`src/rtl/matmul_pkg.sv`:
```
// Shared constants and state encoding for the matmul sequencer.
// Optional result saturation is enabled by defining MATMUL_SAT_EN.
package matmul_pkg;

    localparam int unsigned N        = 4;
    localparam int unsigned DW       = 8;
    localparam int unsigned FAW      = 5;
    localparam int unsigned WAW      = 4;
    localparam int unsigned ACC_W    = 2*DW + $clog2(N);
    localparam int unsigned NN       = N*N;
    localparam int unsigned RES_BASE = NN;
    localparam int unsigned IW       = $clog2(N);
    localparam int unsigned CW       = $clog2(NN+1);

    typedef enum logic [2:0] {
        IDLE  = 3'd0,
        RD    = 3'd1,
        DRAIN = 3'd2,
        WR    = 3'd3,
        DONE  = 3'd4
    } state_e;

endpackage

```
`src/rtl/matmul_mac.sv`:
```
// Clear/enable multiply-accumulate with a truncating output stage,
// or a saturating one when MATMUL_SAT_EN is defined.
module matmul_mac
    import matmul_pkg::*;
(
    input  logic          clk,
    input  logic          rst,
    input  logic          clr,
    input  logic          en,
    input  logic [DW-1:0] a,
    input  logic [DW-1:0] b,
    output logic [DW-1:0] res_next_c
);

    logic [ACC_W-1:0] acc_q;
    logic [ACC_W-1:0] acc_d;
    logic [2*DW-1:0]  prod;

    always_comb begin
        prod  = (2*DW)'(a) * (2*DW)'(b);
        acc_d = acc_q;
        if (clr) begin
            acc_d = '0;
        end else if (en) begin
            acc_d = acc_q + ACC_W'(prod);
        end
    end

    // Result is taken from the next accumulator value so the writeback can be registered on entry to WR.
    always_comb begin
`ifdef MATMUL_SAT_EN
        res_next_c = (|acc_d[ACC_W-1:DW]) ? {DW{1'b1}} : acc_d[DW-1:0];
`else
        res_next_c = acc_d[DW-1:0];
`endif
    end

    always_ff @(posedge clk or posedge rst) begin
        if (rst) begin
            acc_q <= '0;
        end else begin
            acc_q <= acc_d;
        end
    end

endmodule

```
`src/rtl/matmul_sequencer.sv`:
```
// Loads F and W into external RAMs, then computes C = F x W on one MAC,
// writing C above the operands in feature RAM and streaming it on port_O.
module matmul_sequencer
    import matmul_pkg::*;
(
    input  logic           clk,
    input  logic           rst,
    input  logic           startSignal,
    input  logic [DW-1:0]  port_A,
    input  logic [DW-1:0]  port_W,
    input  logic           write_enable_A,
    input  logic           write_enable_W,
    output logic [FAW-1:0] fm_addr,
    output logic           fm_we,
    output logic [DW-1:0]  fm_wdata,
    input  logic [DW-1:0]  fm_rdata,
    output logic [WAW-1:0] wm_addr,
    output logic           wm_we,
    output logic [DW-1:0]  wm_wdata,
    input  logic [DW-1:0]  wm_rdata,
    output logic [DW-1:0]  port_O,
    output logic           o_valid,
    output logic           busy,
    output logic           done
);

    state_e         state_q, state_d;
    logic [CW-1:0]  a_cnt_q, a_cnt_d;
    logic [CW-1:0]  w_cnt_q, w_cnt_d;
    logic [IW-1:0]  r_q, r_d;
    logic [IW-1:0]  c_q, c_d;
    logic [IW-1:0]  k_q, k_d;

    logic [FAW-1:0] fm_addr_q, fm_addr_d;
    logic           fm_we_q, fm_we_d;
    logic [DW-1:0]  fm_wdata_q, fm_wdata_d;
    logic [WAW-1:0] wm_addr_q, wm_addr_d;
    logic           wm_we_q, wm_we_d;
    logic [DW-1:0]  wm_wdata_q, wm_wdata_d;
    logic [DW-1:0]  port_o_q, port_o_d;
    logic           o_valid_q, o_valid_d;
    logic           busy_q, busy_d;
    logic           done_q, done_d;

    logic           mac_clr;
    logic           mac_en;
    logic [DW-1:0]  res_c;

    matmul_mac u_mac (
        .clk        (clk),
        .rst        (rst),
        .clr        (mac_clr),
        .en         (mac_en),
        .a          (fm_rdata),
        .b          (wm_rdata),
        .res_next_c (res_c)
    );

    always_comb begin
        state_d    = state_q;
        a_cnt_d    = a_cnt_q;
        w_cnt_d    = w_cnt_q;
        r_d        = r_q;
        c_d        = c_q;
        k_d        = k_q;
        fm_addr_d  = '0;
        fm_we_d    = 1'b0;
        fm_wdata_d = '0;
        wm_addr_d  = '0;
        wm_we_d    = 1'b0;
        wm_wdata_d = '0;
        port_o_d   = port_o_q;
        o_valid_d  = 1'b0;
        mac_clr    = 1'b0;
        mac_en     = 1'b0;

        unique case (state_q)
            IDLE: begin
                if (write_enable_A && (a_cnt_q < CW'(NN))) begin
                    fm_we_d    = 1'b1;
                    fm_addr_d  = FAW'(a_cnt_q);
                    fm_wdata_d = port_A;
                    a_cnt_d    = a_cnt_q + CW'(1);
                end
                if (write_enable_W && (w_cnt_q < CW'(NN))) begin
                    wm_we_d    = 1'b1;
                    wm_addr_d  = WAW'(w_cnt_q);
                    wm_wdata_d = port_W;
                    w_cnt_d    = w_cnt_q + CW'(1);
                end
                // Start is judged on the counts before this cycle's loads land.
                if (startSignal && (a_cnt_q == CW'(NN)) && (w_cnt_q == CW'(NN))) begin
                    state_d = RD;
                    r_d     = '0;
                    c_d     = '0;
                    k_d     = '0;
                end
            end
            RD: begin
                mac_clr = (k_q == '0);
                mac_en  = (k_q != '0);
                if (k_q == IW'(N-1)) begin
                    k_d     = '0;
                    state_d = DRAIN;
                end else begin
                    k_d = k_q + IW'(1);
                end
            end
            DRAIN: begin
                mac_en  = 1'b1;
                state_d = WR;
            end
            WR: begin
                if (c_q == IW'(N-1)) begin
                    c_d = '0;
                    if (r_q == IW'(N-1)) begin
                        r_d     = '0;
                        state_d = DONE;
                    end else begin
                        r_d     = r_q + IW'(1);
                        state_d = RD;
                    end
                end else begin
                    c_d     = c_q + IW'(1);
                    state_d = RD;
                end
            end
            DONE: begin
                if (!startSignal) begin
                    state_d = IDLE;
                    a_cnt_d = '0;
                    w_cnt_d = '0;
                end
            end
            default: state_d = IDLE;
        endcase

        // Outputs are derived from the upcoming state so they line up with it once registered.
        case (state_d)
            RD: begin
                fm_addr_d = FAW'(r_d) * FAW'(N) + FAW'(k_d);
                wm_addr_d = WAW'(k_d) * WAW'(N) + WAW'(c_d);
            end
            WR: begin
                fm_we_d    = 1'b1;
                fm_addr_d  = FAW'(RES_BASE) + FAW'(r_d) * FAW'(N) + FAW'(c_d);
                fm_wdata_d = res_c;
                port_o_d   = res_c;
                o_valid_d  = 1'b1;
            end
            default: ;
        endcase

        busy_d = (state_d == RD) || (state_d == DRAIN) || (state_d == WR);
        done_d = (state_d == DONE);
    end

    always_ff @(posedge clk or posedge rst) begin
        if (rst) begin
            state_q    <= IDLE;
            a_cnt_q    <= '0;
            w_cnt_q    <= '0;
            r_q        <= '0;
            c_q        <= '0;
            k_q        <= '0;
            fm_addr_q  <= '0;
            fm_we_q    <= 1'b0;
            fm_wdata_q <= '0;
            wm_addr_q  <= '0;
            wm_we_q    <= 1'b0;
            wm_wdata_q <= '0;
            port_o_q   <= '0;
            o_valid_q  <= 1'b0;
            busy_q     <= 1'b0;
            done_q     <= 1'b0;
        end else begin
            state_q    <= state_d;
            a_cnt_q    <= a_cnt_d;
            w_cnt_q    <= w_cnt_d;
            r_q        <= r_d;
            c_q        <= c_d;
            k_q        <= k_d;
            fm_addr_q  <= fm_addr_d;
            fm_we_q    <= fm_we_d;
            fm_wdata_q <= fm_wdata_d;
            wm_addr_q  <= wm_addr_d;
            wm_we_q    <= wm_we_d;
            wm_wdata_q <= wm_wdata_d;
            port_o_q   <= port_o_d;
            o_valid_q  <= o_valid_d;
            busy_q     <= busy_d;
            done_q     <= done_d;
        end
    end

    assign fm_addr  = fm_addr_q;
    assign fm_we    = fm_we_q;
    assign fm_wdata = fm_wdata_q;
    assign wm_addr  = wm_addr_q;
    assign wm_we    = wm_we_q;
    assign wm_wdata = wm_wdata_q;
    assign port_O   = port_o_q;
    assign o_valid  = o_valid_q;
    assign busy     = busy_q;
    assign done     = done_q;

endmodule

```
`config.mk`:
```
export PLATFORM = sky130hd
export DESIGN_NAME = matmul_sequencer
export DESIGN_NICKNAME = d
export VERILOG_FILES = /design/src/rtl/matmul_pkg.sv /design/src/rtl/matmul_mac.sv /design/src/rtl/matmul_sequencer.sv
export SDC_FILE = /design/constraint.sdc
export NUM_CORES = 1
export LEC_CHECK = 0
export CAP_MARGIN = 30
export CORE_ASPECT_RATIO = 0.9
export CORE_MARGIN = 2
export CORE_UTILIZATION = 53
export CTS_BUF_LIST = sky130_fd_sc_hd__clkbuf_2
export CTS_CLUSTER_DIAMETER = 150
export DETAILED_ROUTE_END_ITERATION = 10
export PLACE_DENSITY = 0.82
export SLEW_MARGIN = 20
export SYNTH_ARGS = -nofsm -noshare
export SYNTH_HDL_FRONTEND = slang
export SYNTH_SLANG_ARGS = --single-unit
```
`constraint.sdc`:
```
create_clock -name clk -period 6 [get_ports clk]
set_input_delay 0.6 -clock clk [delete_from_list [all_inputs] [get_ports clk]]
set_output_delay 0.6 -clock clk [all_outputs]
set_load 0.01 [all_outputs]
```
==> impl_metrics.json <==
{
  "cts_inserted_buffers": 9,
  "fin_crit_sh": 0.6816,
  "num_vias": 2822,
  "syn_area_per_cell_sq_um": 10.27,
  "syn-instance-count": 366,
  "die_area_sq_mm": 0.007779,
  "antenna_cells": 0,
  "grt_max_degree": 66,
  "clock_skew_ns": 0.01638,
  "status": "completed",
  "grtUsageMet1": 0.3081,
  "setup_ws_ns": 1.911,
  "setup_viol": 0,
  "worstHoldPathType": "reg -> reg",
  "startpoint": "wm_rdata[0]",
  "synth_top_area_share": 0.4329,
  "critical_path_class": "in -> reg",
  "cts.sinks": 65,
  "grt_overflow": 0,
  "top_usage_layer": "met2",
  "port-buffer-count": 74,
  "synth_area_leaders": "dfrtp_1, fa_1, ha_1",
  "ys_ff_latch": 65,
  "synth_cell_type_count": 45,
  "dr.pass1.iters": 4,
  "cts_tree": "yes",
  "start_kind": "primary input",
  "clk_latency_ns": 0.50,
  "netlist_area_sq_mm": 0.003757,
  "drive_gt1_frac": 0.07589,
  "clockBufferDepth": 2,
  "timing.hold.ws_ns": 0.4961,
  "max-slew-margin-rel": 0.4739,
  "final_util": 0.6825,
  "remaining_drc_errors": 0,
  "die_y_um": 83.88,
  "track_usage": 0.2258,
  "routedWlPerCell_um": 15.17,
  "grt_pass1_vias": 2856,
  "critPathArrivalTime_ns": 4.51,
  "min_from": "port_O[2]",
  "maxSlewViolCount": 0,
  "r2r_start": "u_mac.acc_q[4]",
  "layout_min_cycle_time_ns": 4.089,
  "ir_drop_v": 0.0002494,
  "wirelength_um": 8208,
  "tightest_slew_ns": 0.7891,
  "pre_cts_slack_ns": 1.360,
  "finish.net_count": 523,
  "fmax_mhz": 244.5,
  "die_x_um": 92.75,
  "num_rows": 29,
  "yosysWarnings": 0,
  "place_area_sq_mm": 0.004592,
  "detail-route-antenna-nets": 0,
  "clkTransAtPathRegs_ns": 0.18,
  "grt_pass1_wl_um": 13590,
  "hold_buffers": 0,
  "grt_antenna_before_repair": 0,
  "drv_cap": 0,
  "crit_required_ns": 6.42,
  "syn_nets": 446,
  "post_cts_buffers": 0,
  "ios": 75,
  "synth_seq_area_share": 0.4329,
  "power.leakage_uw": 0.002368,
  "worst_setup_path_end_kind": "flip-flop",
  "cts_resized": 0,
  "hold_viol": 0,
  "gp_congestion": 0.8646,
  "start_util": 0.5393,
  "stdcell_area_sq_mm": 0.004755,
  "dp_hpwl_um": 6233,
  "path_max_fanout": 8,
  "area_growth_pct": 26.54,
  "core-area_sq_mm": 0.006967,
  "ctsHtreeMaxLevel": 3,
  "detail_route.iter0.violations": 161,
  "fin_tns_setup_ns": 0,
  "avgViaCountPerCell": 5.216,
  "met3_usage": 0.07407,
  "power_density_mw_per_mm2": 402.7,
  "gr-usage-met2": 0.3530,
  "rsz0062_at_grt": "no",
  "synth_largest_area_cell": "dfrtp_1",
  "cts-root-buf": "clkbuf_2"
}
## worst paths after layout
check	endpoint	slack, ns	depth (start not counted)
worst max-delay path	u_mac.acc_q[7]	1.91	14
worst min-delay path	port_O[2]	0.50	1
worst max register to register	port_O[6]	2.28	15
worst min register to register	port_O[2]	0.50	1
max in group asynchronous	wm_we	4.87	3
min in group asynchronous	port_O[1]	0.62	3
## per-stage QoR
stage               instances  total power, uW
floorplan                 366             1254
global placement          525             1536
detailed placement        525             1577
CTS                       541             1931
global route              541             2089
finish                    541             1915
## final cells by class
class | instances | area (sq um)
repair buffers | 77 | 763.2
fillers | 544 | 2212
well taps | 93 | 116.4
multi-input cells | 237 | 1887
clock inverters | 7 | 117.6
clock buffers | 9 | 45.04
flip-flops and latches | 65 | 1627
inverters | 53 | 198.9
## registers in the layout, indices dropped and copies added (netlist names)
| signal | flops |
|---|---|
| fm_addr | 5 |
| o_valid | 1 |
| c_q | 2 |
| busy | 1 |
| done | 1 |
| a_cnt_q | 5 |
| k_q | 2 |
| fm_we | 1 |
| port_O | 8 |
| fm_wdata | 8 |
| state_q | 3 |
| wm_wdata | 8 |
| wm_we | 1 |
| r_q | 2 |
| wm_addr | 4 |
| u_mac.acc_q | 8 |
| w_cnt_q | 5 |
## critical path: stages
cell	delay, ns
clkdlybuf4s50_1	0.61
nand2_1	0.13
fa_1	0.49
inv_1	0.05
fa_1	0.50
inv_1	0.05
fa_1	0.47
fa_1	0.58
inv_1	0.05
ha_1	0.32
a21oi_1	0.16
xnor2_1	0.15
xnor2_1	0.11
a211oi_1	0.24
## cells in the final DEF, fill, tap and decap left out, types with 4 or more instances in the layout
cell type / count
and2_1: 20
nand2_1: 35
a21o_1: 16
a21oi_1: 9
dfrtp_1: 65
xor2_1: 6
a22o_1: 5
nor3_1: 7
ha_1: 25
xnor2_1: 16
inv_1: 52
fa_1: 18
clkdlybuf4s50_1: 74
nor2_1: 27
nand4_1: 4
clkbuf_2: 9
o21ai_0: 7
## layer usage
metal	routed length (um)	share of wire
met1	3605	0.44
met2	3949	0.48
met3	562	0.068
met4	90	0.011
met5	0	0
## cells in the mapped netlist (all sizes together)
library cell	instances
nand3	1
nand3b	2
nor4b	1
clkbuf	7
and2	20
or3b	1
a211oi	1
fa	18
nor2	27
nor3b	3
or2	3
a211o	1
a32o	3
o2bb2ai	1
nand4	4
nor2b	1
a221o	1
nand2	35
nor4	2
a22oi	1
xnor2	16
xor2	6
a41oi	2
and3	3
ha	25
and2b	1
inv	53
dfrtp	65
nor3	7
o21ai	7
nor4bb	1
nand2b	3
mux2	3
a21oi	10
a22o	5
buf	4
mux2i	3
a21o	18
or3	1
## cell families after synthesis
| family | share of synthesized area |
|---|---|
| muxes | 0.01698 |
| AOI/OAI and AO/OA | 0.09624 |
| buffers and inverters | 0.06493 |
| adders and majority gates | 0.1792 |
| xor gates and xnor gates | 0.05128 |
| and+or+nand+nor | 0.1585 |
| DFF | 0.4329 |
## power by group
group          switching (uW)  total [uW]  internal [uW]
registers                74.6         622            547
logic                     478         948            470
clock network             165         345            179
total                     718        1910           1200
No activity file was read; power rests on OpenSTA's default activity.
